`config.mk`:
```
export PLATFORM = sky130hd
export DESIGN_NAME = stopwatch_core
export DESIGN_NICKNAME = d
export VERILOG_FILES = /design/src/rtl/stopwatch_pkg.sv /design/src/rtl/stopwatch_bcd_digit.sv /design/src/rtl/stopwatch_core.sv
export SDC_FILE = /design/constraint.sdc
export NUM_CORES = 1
export LEC_CHECK = 0
export ABC_AREA = 1
export ABC_CLOCK_PERIOD_IN_PS = 1850
export BUFFER_PORTS_ARGS = -buffer_cell sky130_fd_sc_hd__buf_2
export CORE_UTILIZATION = 25
export DETAILED_ROUTE_END_ITERATION = 10
export PLACE_DENSITY = 0.43
export SLEW_MARGIN = 20
export SYNTH_ARGS = -nofsm -noshare
export SYNTH_HDL_FRONTEND = slang
export SYNTH_SLANG_ARGS = --single-unit
```
`constraint.sdc`:
```
create_clock -name clk -period 1.85 [get_ports clk]
set_input_delay 0.37 -clock clk [delete_from_list [all_inputs] [get_ports clk]]
set_output_delay 0.37 -clock clk [all_outputs]
set_load 0.1 [all_outputs]
```
`src/rtl/stopwatch_pkg.sv`:
```
// Shared definitions for the stopwatch core: FSM state encoding, BCD digit geometry
// and the centisecond/second moduli used to build the digit cascade.
package stopwatch_pkg;

  typedef enum logic [1:0] {
    ST_IDLE  = 2'd0,
    ST_RUN   = 2'd1,
    ST_PAUSE = 2'd2
  } sw_state_e;

  localparam int unsigned NIBBLE_W   = 4;
  localparam int unsigned NUM_DIGITS = 6;
  localparam int unsigned DIGITS_W   = NIBBLE_W * NUM_DIGITS;

  localparam int unsigned DEC_MOD   = 10;
  localparam int unsigned CS_MOD    = 100;
  localparam int unsigned SEC_MOD   = 60;
  localparam int unsigned CS_T_MOD  = CS_MOD / DEC_MOD;
  localparam int unsigned SEC_T_MOD = SEC_MOD / DEC_MOD;

  function automatic logic [NIBBLE_W-1:0] to_nibble(input int unsigned v);
    return NIBBLE_W'(v);
  endfunction

endpackage

```
`src/rtl/stopwatch_bcd_digit.sv`:
```
// One BCD digit of the stopwatch cascade: counts 0..MODULUS-1 when enabled,
// synchronous clear has priority, carry asserts on the enabled wrap cycle.
module bcd_digit
  import stopwatch_pkg::*;
#(
  parameter int unsigned MODULUS = 10
) (
  input  logic                clk,
  input  logic                rst,
  input  logic                en,
  input  logic                clr,
  output logic [NIBBLE_W-1:0] value,
  output logic                carry
);

  localparam logic [NIBBLE_W-1:0] TOP = to_nibble(MODULUS - 1);

  logic [NIBBLE_W-1:0] value_q, value_d;

  always_comb begin
    value_d = value_q;
    if (clr) begin
      value_d = '0;
    end else if (en) begin
      value_d = (value_q == TOP) ? '0 : value_q + 4'd1;
    end
  end

  always_ff @(posedge clk or negedge rst) begin
    if (!rst) begin
      value_q <= '0;
    end else begin
      value_q <= value_d;
    end
  end

  assign value = value_q;
  assign carry = en & (value_q == TOP);

endmodule

```
`src/rtl/stopwatch_core.sv`:
```
// Stopwatch core: start/stop/clear FSM driving a six-digit BCD mm:ss.cc cascade.
// Define STOPWATCH_LAP_EN to add the lap-hold display capture.
module stopwatch_core
  import stopwatch_pkg::*;
#(
  parameter int unsigned MINUTE_LIMIT    = 59,
  parameter int unsigned STICKY_OVERFLOW = 1
) (
  input  logic                clk,
  input  logic                rst,
  input  logic                tick,
  input  logic                btn_ss,
  input  logic                btn_clr,
  input  logic                btn_lap,
  output logic [DIGITS_W-1:0] digits,
  output logic                running,
  output logic                paused,
  output logic                ovf
);

  localparam logic [NIBBLE_W-1:0] MIN_T_MAX = to_nibble(MINUTE_LIMIT / DEC_MOD);
  localparam logic [NIBBLE_W-1:0] MIN_U_MAX = to_nibble(MINUTE_LIMIT % DEC_MOD);
  localparam logic [NIBBLE_W-1:0] SEC_T_MAX = to_nibble(SEC_T_MOD - 1);
  localparam logic [NIBBLE_W-1:0] CS_T_MAX  = to_nibble(CS_T_MOD - 1);
  localparam logic [NIBBLE_W-1:0] DEC_MAX   = to_nibble(DEC_MOD - 1);
  localparam logic                STICKY    = (STICKY_OVERFLOW != 0);

  sw_state_e state_q, state_d;
  logic ss_prev_q, clr_prev_q;
  logic running_q, running_d, paused_q, paused_d, ovf_q, ovf_d;
  logic ss_edge, clr_edge, clr_to_idle, adv, at_max, ovf_evt, cnt_en, digit_clr;
  logic [NIBBLE_W-1:0] cs_u, cs_t, sec_u, sec_t, min_u, min_t;
  logic cs_u_co, cs_t_co, sec_u_co, sec_t_co, min_u_co, unused_min_t_co;
  logic [DIGITS_W-1:0] live;

  assign ss_edge     = btn_ss & ~ss_prev_q;
  assign clr_edge    = btn_clr & ~clr_prev_q;
  assign clr_to_idle = clr_edge & (state_q != ST_RUN);
  assign adv         = tick & (state_q == ST_RUN);

  assign at_max = (min_t == MIN_T_MAX) && (min_u == MIN_U_MAX) &&
                  (sec_t == SEC_T_MAX) && (sec_u == DEC_MAX) &&
                  (cs_t == CS_T_MAX) && (cs_u == DEC_MAX);
  assign ovf_evt = adv & at_max;

  // Sticky mode freezes the cascade at the limit; wrap mode clears it on the same edge.
  assign cnt_en    = adv & ~(STICKY & at_max);
  assign digit_clr = clr_to_idle | (ovf_evt & ~STICKY);

  always_comb begin
    state_d = state_q;
    case (state_q)
      ST_IDLE:  if (!clr_edge && ss_edge) state_d = ST_RUN;
      ST_RUN:   if (ss_edge) state_d = ST_PAUSE;
      ST_PAUSE: begin
        if (clr_edge)     state_d = ST_IDLE;
        else if (ss_edge) state_d = ST_RUN;
      end
      default:  state_d = ST_IDLE;
    endcase
    running_d = (state_d == ST_RUN);
    paused_d  = (state_d == ST_PAUSE);
    if (clr_to_idle) ovf_d = 1'b0;
    else if (STICKY) ovf_d = ovf_q | ovf_evt;
    else             ovf_d = ovf_evt;
  end

  always_ff @(posedge clk or negedge rst) begin
    if (!rst) begin
      state_q    <= ST_IDLE;
      ss_prev_q  <= 1'b0;
      clr_prev_q <= 1'b0;
      running_q  <= 1'b0;
      paused_q   <= 1'b0;
      ovf_q      <= 1'b0;
    end else begin
      state_q    <= state_d;
      ss_prev_q  <= btn_ss;
      clr_prev_q <= btn_clr;
      running_q  <= running_d;
      paused_q   <= paused_d;
      ovf_q      <= ovf_d;
    end
  end

  bcd_digit #(.MODULUS(DEC_MOD)) u_cs_u (
    .clk(clk), .rst(rst), .en(cnt_en), .clr(digit_clr), .value(cs_u), .carry(cs_u_co)
  );
  bcd_digit #(.MODULUS(CS_T_MOD)) u_cs_t (
    .clk(clk), .rst(rst), .en(cs_u_co), .clr(digit_clr), .value(cs_t), .carry(cs_t_co)
  );
  bcd_digit #(.MODULUS(DEC_MOD)) u_sec_u (
    .clk(clk), .rst(rst), .en(cs_t_co), .clr(digit_clr), .value(sec_u), .carry(sec_u_co)
  );
  bcd_digit #(.MODULUS(SEC_T_MOD)) u_sec_t (
    .clk(clk), .rst(rst), .en(sec_u_co), .clr(digit_clr), .value(sec_t), .carry(sec_t_co)
  );
  // Minutes never carry past MINUTE_LIMIT: reaching it ends in the overflow path above.
  bcd_digit #(.MODULUS(DEC_MOD)) u_min_u (
    .clk(clk), .rst(rst), .en(sec_t_co), .clr(digit_clr), .value(min_u), .carry(min_u_co)
  );
  bcd_digit #(.MODULUS(MINUTE_LIMIT / DEC_MOD + 1)) u_min_t (
    .clk(clk), .rst(rst), .en(min_u_co), .clr(digit_clr), .value(min_t), .carry(unused_min_t_co)
  );

  assign live    = {min_t, min_u, sec_t, sec_u, cs_t, cs_u};
  assign running = running_q;
  assign paused  = paused_q;
  assign ovf     = ovf_q;

`ifdef STOPWATCH_LAP_EN
  logic lap_prev_q, lap_hold_q, lap_hold_d, lap_edge;
  logic [DIGITS_W-1:0] lap_val_q, lap_val_d;

  assign lap_edge = btn_lap & ~lap_prev_q;

  // The captured lap value is the live count as displayed just before the toggle edge.
  always_comb begin
    lap_hold_d = lap_hold_q;
    lap_val_d  = lap_val_q;
    if (clr_to_idle) begin
      lap_hold_d = 1'b0;
    end else if (lap_edge && (state_q != ST_IDLE)) begin
      lap_hold_d = ~lap_hold_q;
      if (!lap_hold_q) lap_val_d = live;
    end
  end

  always_ff @(posedge clk or negedge rst) begin
    if (!rst) begin
      lap_prev_q <= 1'b0;
      lap_hold_q <= 1'b0;
      lap_val_q  <= '0;
    end else begin
      lap_prev_q <= btn_lap;
      lap_hold_q <= lap_hold_d;
      lap_val_q  <= lap_val_d;
    end
  end

  assign digits = lap_hold_q ? lap_val_q : live;
`else
  logic unused_lap;
  assign unused_lap = btn_lap;
  assign digits     = live;
`endif

endmodule

```
==> metrics.md <==
| Metric | Value |
|---|---|
| Routed Antenna Nets | `0` |
| Met2 usage | `0.1902` |
| GR peak layer | `met2` |
| HP Class | `in -> async` |
| Layout cell share with drive strength beyond 1 | `0.3245` |
| Final Wtd Congestion | `0.7601` |
| Mapped Cells | `about 220` |
| Most common cell after layout, fill and taps aside | `nand2_1` |
| CTS resizes | `0` |
| Synth Warn # | `0` |
| Startpoint types | `flip-flop` |
| Core area | `7214 µm²` |
| DP HPWL | `3018 µm` |
| Outcome | `completed` |
| Vias in the first global route | `1467` |
| Post-synth cell types | `26` |
| CTS tree | `built` |
| Multiplexer area fraction after synthesis | `0` |
| Final Net Count | `282` |
| Fmax | `around 600 MHz` |
| Initial antenna violation count | `0` |
| Clock-pin transition on the worst setup and hold timing paths | `around 0.07 ns` |
| Pleak | `0.001135 µW` |
| Top_reg_cell synth | `dfrtp_1` |
| Post-synthesis compound-gate area fraction | `0.04447` |
| H-tree Lvls | `2` |
| Critical Path Fanout Max | `7` |
| Worst Path Required | `2.02 ns` |
| Drt first-iter violations | `between 40 and 50` |
| Root Buffer | `clkbuf_8` |
| Crit path DAT | `1.82 ns` |
| Relative slew slack | `0.6773` |
| R2r worst-path depth | `11` |
| Worst Skew | `0.01078 ns` |
| VDD IR-drop max | `0.5498 mV` |
| Min cycle time layout | `between 1.5 and 2 ns` |
| Die area | `between 7000 and 8000 µm²` |
| WL final | `3993 µm` |
| Synth Area in XOR/XNOR | `0.04245` |
| M1 GR Usage | `0.1538` |
| Row count | `31` |
| Hold-fix buffers at CTS | `0` |
| # setup viols final | `0` |
| Setup ws final | `0.1951 ns` |
| Clk sink count | `31` |
| Fin Hold WS | `0.01125 ns` |
| Die Ht | `approximately 90 µm` |
| Fin. Hold Viols | `0` |
| First-pass GRT wire length | `roughly 7000 µm` |
| CTS Buf Count | `5` |
| Dpl cells | `356` |
| Setup Fix Bufs, Post-CTS | `0` |
| Slew @ Worst Pin | `between 0.4 and 0.5 ns` |
| Worst reg-to-reg setup slack | `0.20 ns` |
| RSZ-0062 raised after global routing | `no` |
| DP Worst Slack | `0.1684 ns` |
| Via density per instance | `4.231` |
| First-pass DRT Iterations | `4` |
| Worst R2R Start | `u_sec_u.value[1]` |
| Post-Syn Nets | `241` |
| Average size of a mapped cell | `8.326 µm²` |
| Synth-to-layout area growth | `23.38%` |
| Cell Pwr Density | `1352 nW/µm²` |
| Post-Synth Adder-Cell Area | `0.08086` |
| Sequential fraction of the synthesis area | `0.4178` |
| Via count | `1540` |
| Ant diodes | `0` |
| Kind of end point of the critical path | `flip-flop` |
| DRC violations left | `0` |
| Mapped Area | `1857 µm²` |
| Maxcap violations | `0` |
| Worst r2r dst | `u_min_u.value[3]` |
| Most frequent cells in the layout | `47 x nand2_1, 31 x buf_2, 30 x nand3_1` |
| Pin count of the biggest net entering global routing | `18` |
| Worst-skew pair later-pin latency | `around 0.28 ns` |
| Total power | `about 3100 µW` |
| WS Path Type | `reg -> reg` |
| Grt total ovfl | `0` |
| Final cell count without fillers | `364` |
| Top Ports | `33` |
| Initial Util | `0.2574` |
| Total negative slack | `0 ns` |
| Total track usage | `0.1161` |
| Die W | `88.18 µm` |
| Max Slew Vio Count | `0` |
| Post-Synth Simple-Gate Area | `0.3518` |
| Port-buffer cells | `31` |
| Clock Tree Buf Depth | `2` |
| Final period utilization | `0.8945` |
| Main combinational cell family by area after synthesis | `simple AND/OR/NAND/NOR gates` |
| Post-synth EDFFs | `0` |
| Grt met3 use | `0.02922` |
| #FFs+latches synth | `31` |
| Routed WL per cell | `~11 µm` |
| Post-synth ARST share | `1.000` |
-- Yosys cell counts, types with 2 or more instances --
cell | instances | share of area
nor3b_1 | 2 | 0.0081
nand2_1 | 47 | 0.095
o21ai_0 | 6 | 0.016
dfrtp_1 | 31 | 0.42
ha_1 | 12 | 0.081
inv_2 | 3 | 0.0061
a21oi_1 | 4 | 0.011
nand4_1 | 4 | 0.013
inv_1 | 27 | 0.055
nor3_1 | 6 | 0.016
xor2_1 | 5 | 0.024
nor2_1 | 13 | 0.026
nand3_2 | 4 | 0.022
nand3_1 | 31 | 0.084
nand2_2 | 6 | 0.020
o21ai_1 | 5 | 0.013
nand2_4 | 3 | 0.018
nor2_4 | 3 | 0.018
xnor2_1 | 4 | 0.019
-- routing by layer --
metal  wire [µm]  part of all wire  up-vias
met3         156             0.039        2
met2        1865              0.47       25
met1        1945              0.49      712
met4          26            0.0065        0
li1            -                 -      801
met5           0                 0        -
-- per-stage QoR --
step                      cell area, µm²  utilization
after global routing                2291       0.3176
final                               2291       0.3176
after detailed placement            2195       0.3042
after CTS                           2286       0.3169
after global placement              2195       0.3042
after floorplan                     1889            -
-- state kept, by name, indices dropped and copies added, names as in the netlist --
signal         cells
paused             1
clr_prev_q         1
ovf                1
u_cs_u.value       4
ss_prev_q          1
state_q            2
u_sec_t.value      4
running            1
u_sec_u.value      4
u_min_t.value      4
u_cs_t.value       4
u_min_u.value      4
-- logic make-up (layout without fill, tap and decap cells) --
kind of cell    count (synthesis)  count (layout)
simple gates                  124             124
flops                          31              31
buf+inv                        31              73
compound gates                 16              16
fa+ha+maj                      12              12
xor+xnor                        9               9
-- worst max path at each step --
stage	startpoint	end	slack (ns)
global placement	u_cs_t.value[1]	u_sec_u.value[3]	0.19
finish	u_sec_u.value[1]	u_min_u.value[3]	0.20
detailed placement	u_sec_u.value[1]	u_min_u.value[3]	0.17
floorplan	u_min_t.value[3]	u_sec_u.value[2]	0.0006
CTS	u_sec_u.value[1]	u_min_u.value[3]	0.15
global route	u_cs_t.value[1]	u_sec_u.value[2]	0.04
-- critical path, cell delays in order (launching register included) --
cell     delay, ns
dfrtp_2       0.44
inv_1         0.06
ha_1          0.16
nand2_1       0.06
nor2_1        0.20
nand2_2       0.10
nor2_4        0.14
nand3_2       0.09
nand2_4       0.12
inv_2         0.07
nand2_1       0.06
o21ai_1       0.06
-- final cells by class --
class	instances	area [µm²]
clock inverter	1	5.005
multi-input combinational	161	969.7
fill	803	4923
inverter	30	112.6
clock buffer	7	86.33
sequential	31	808.3
tap	99	123.9
timing repair buffer	35	185.2
-- where the power goes --
part | switching (µW) | internal [µW] | total (µW) | leakage [µW]
Sequential | 184 | 843 | 1030 | 0.000383
Combinational | 1230 | 287 | 1520 | 0.000704
Clock | 252 | 300 | 552 | 0.0000482
Total | 1670 | 1430 | 3100 | 0.00113
No activity file was read; power rests on OpenSTA's default activity.
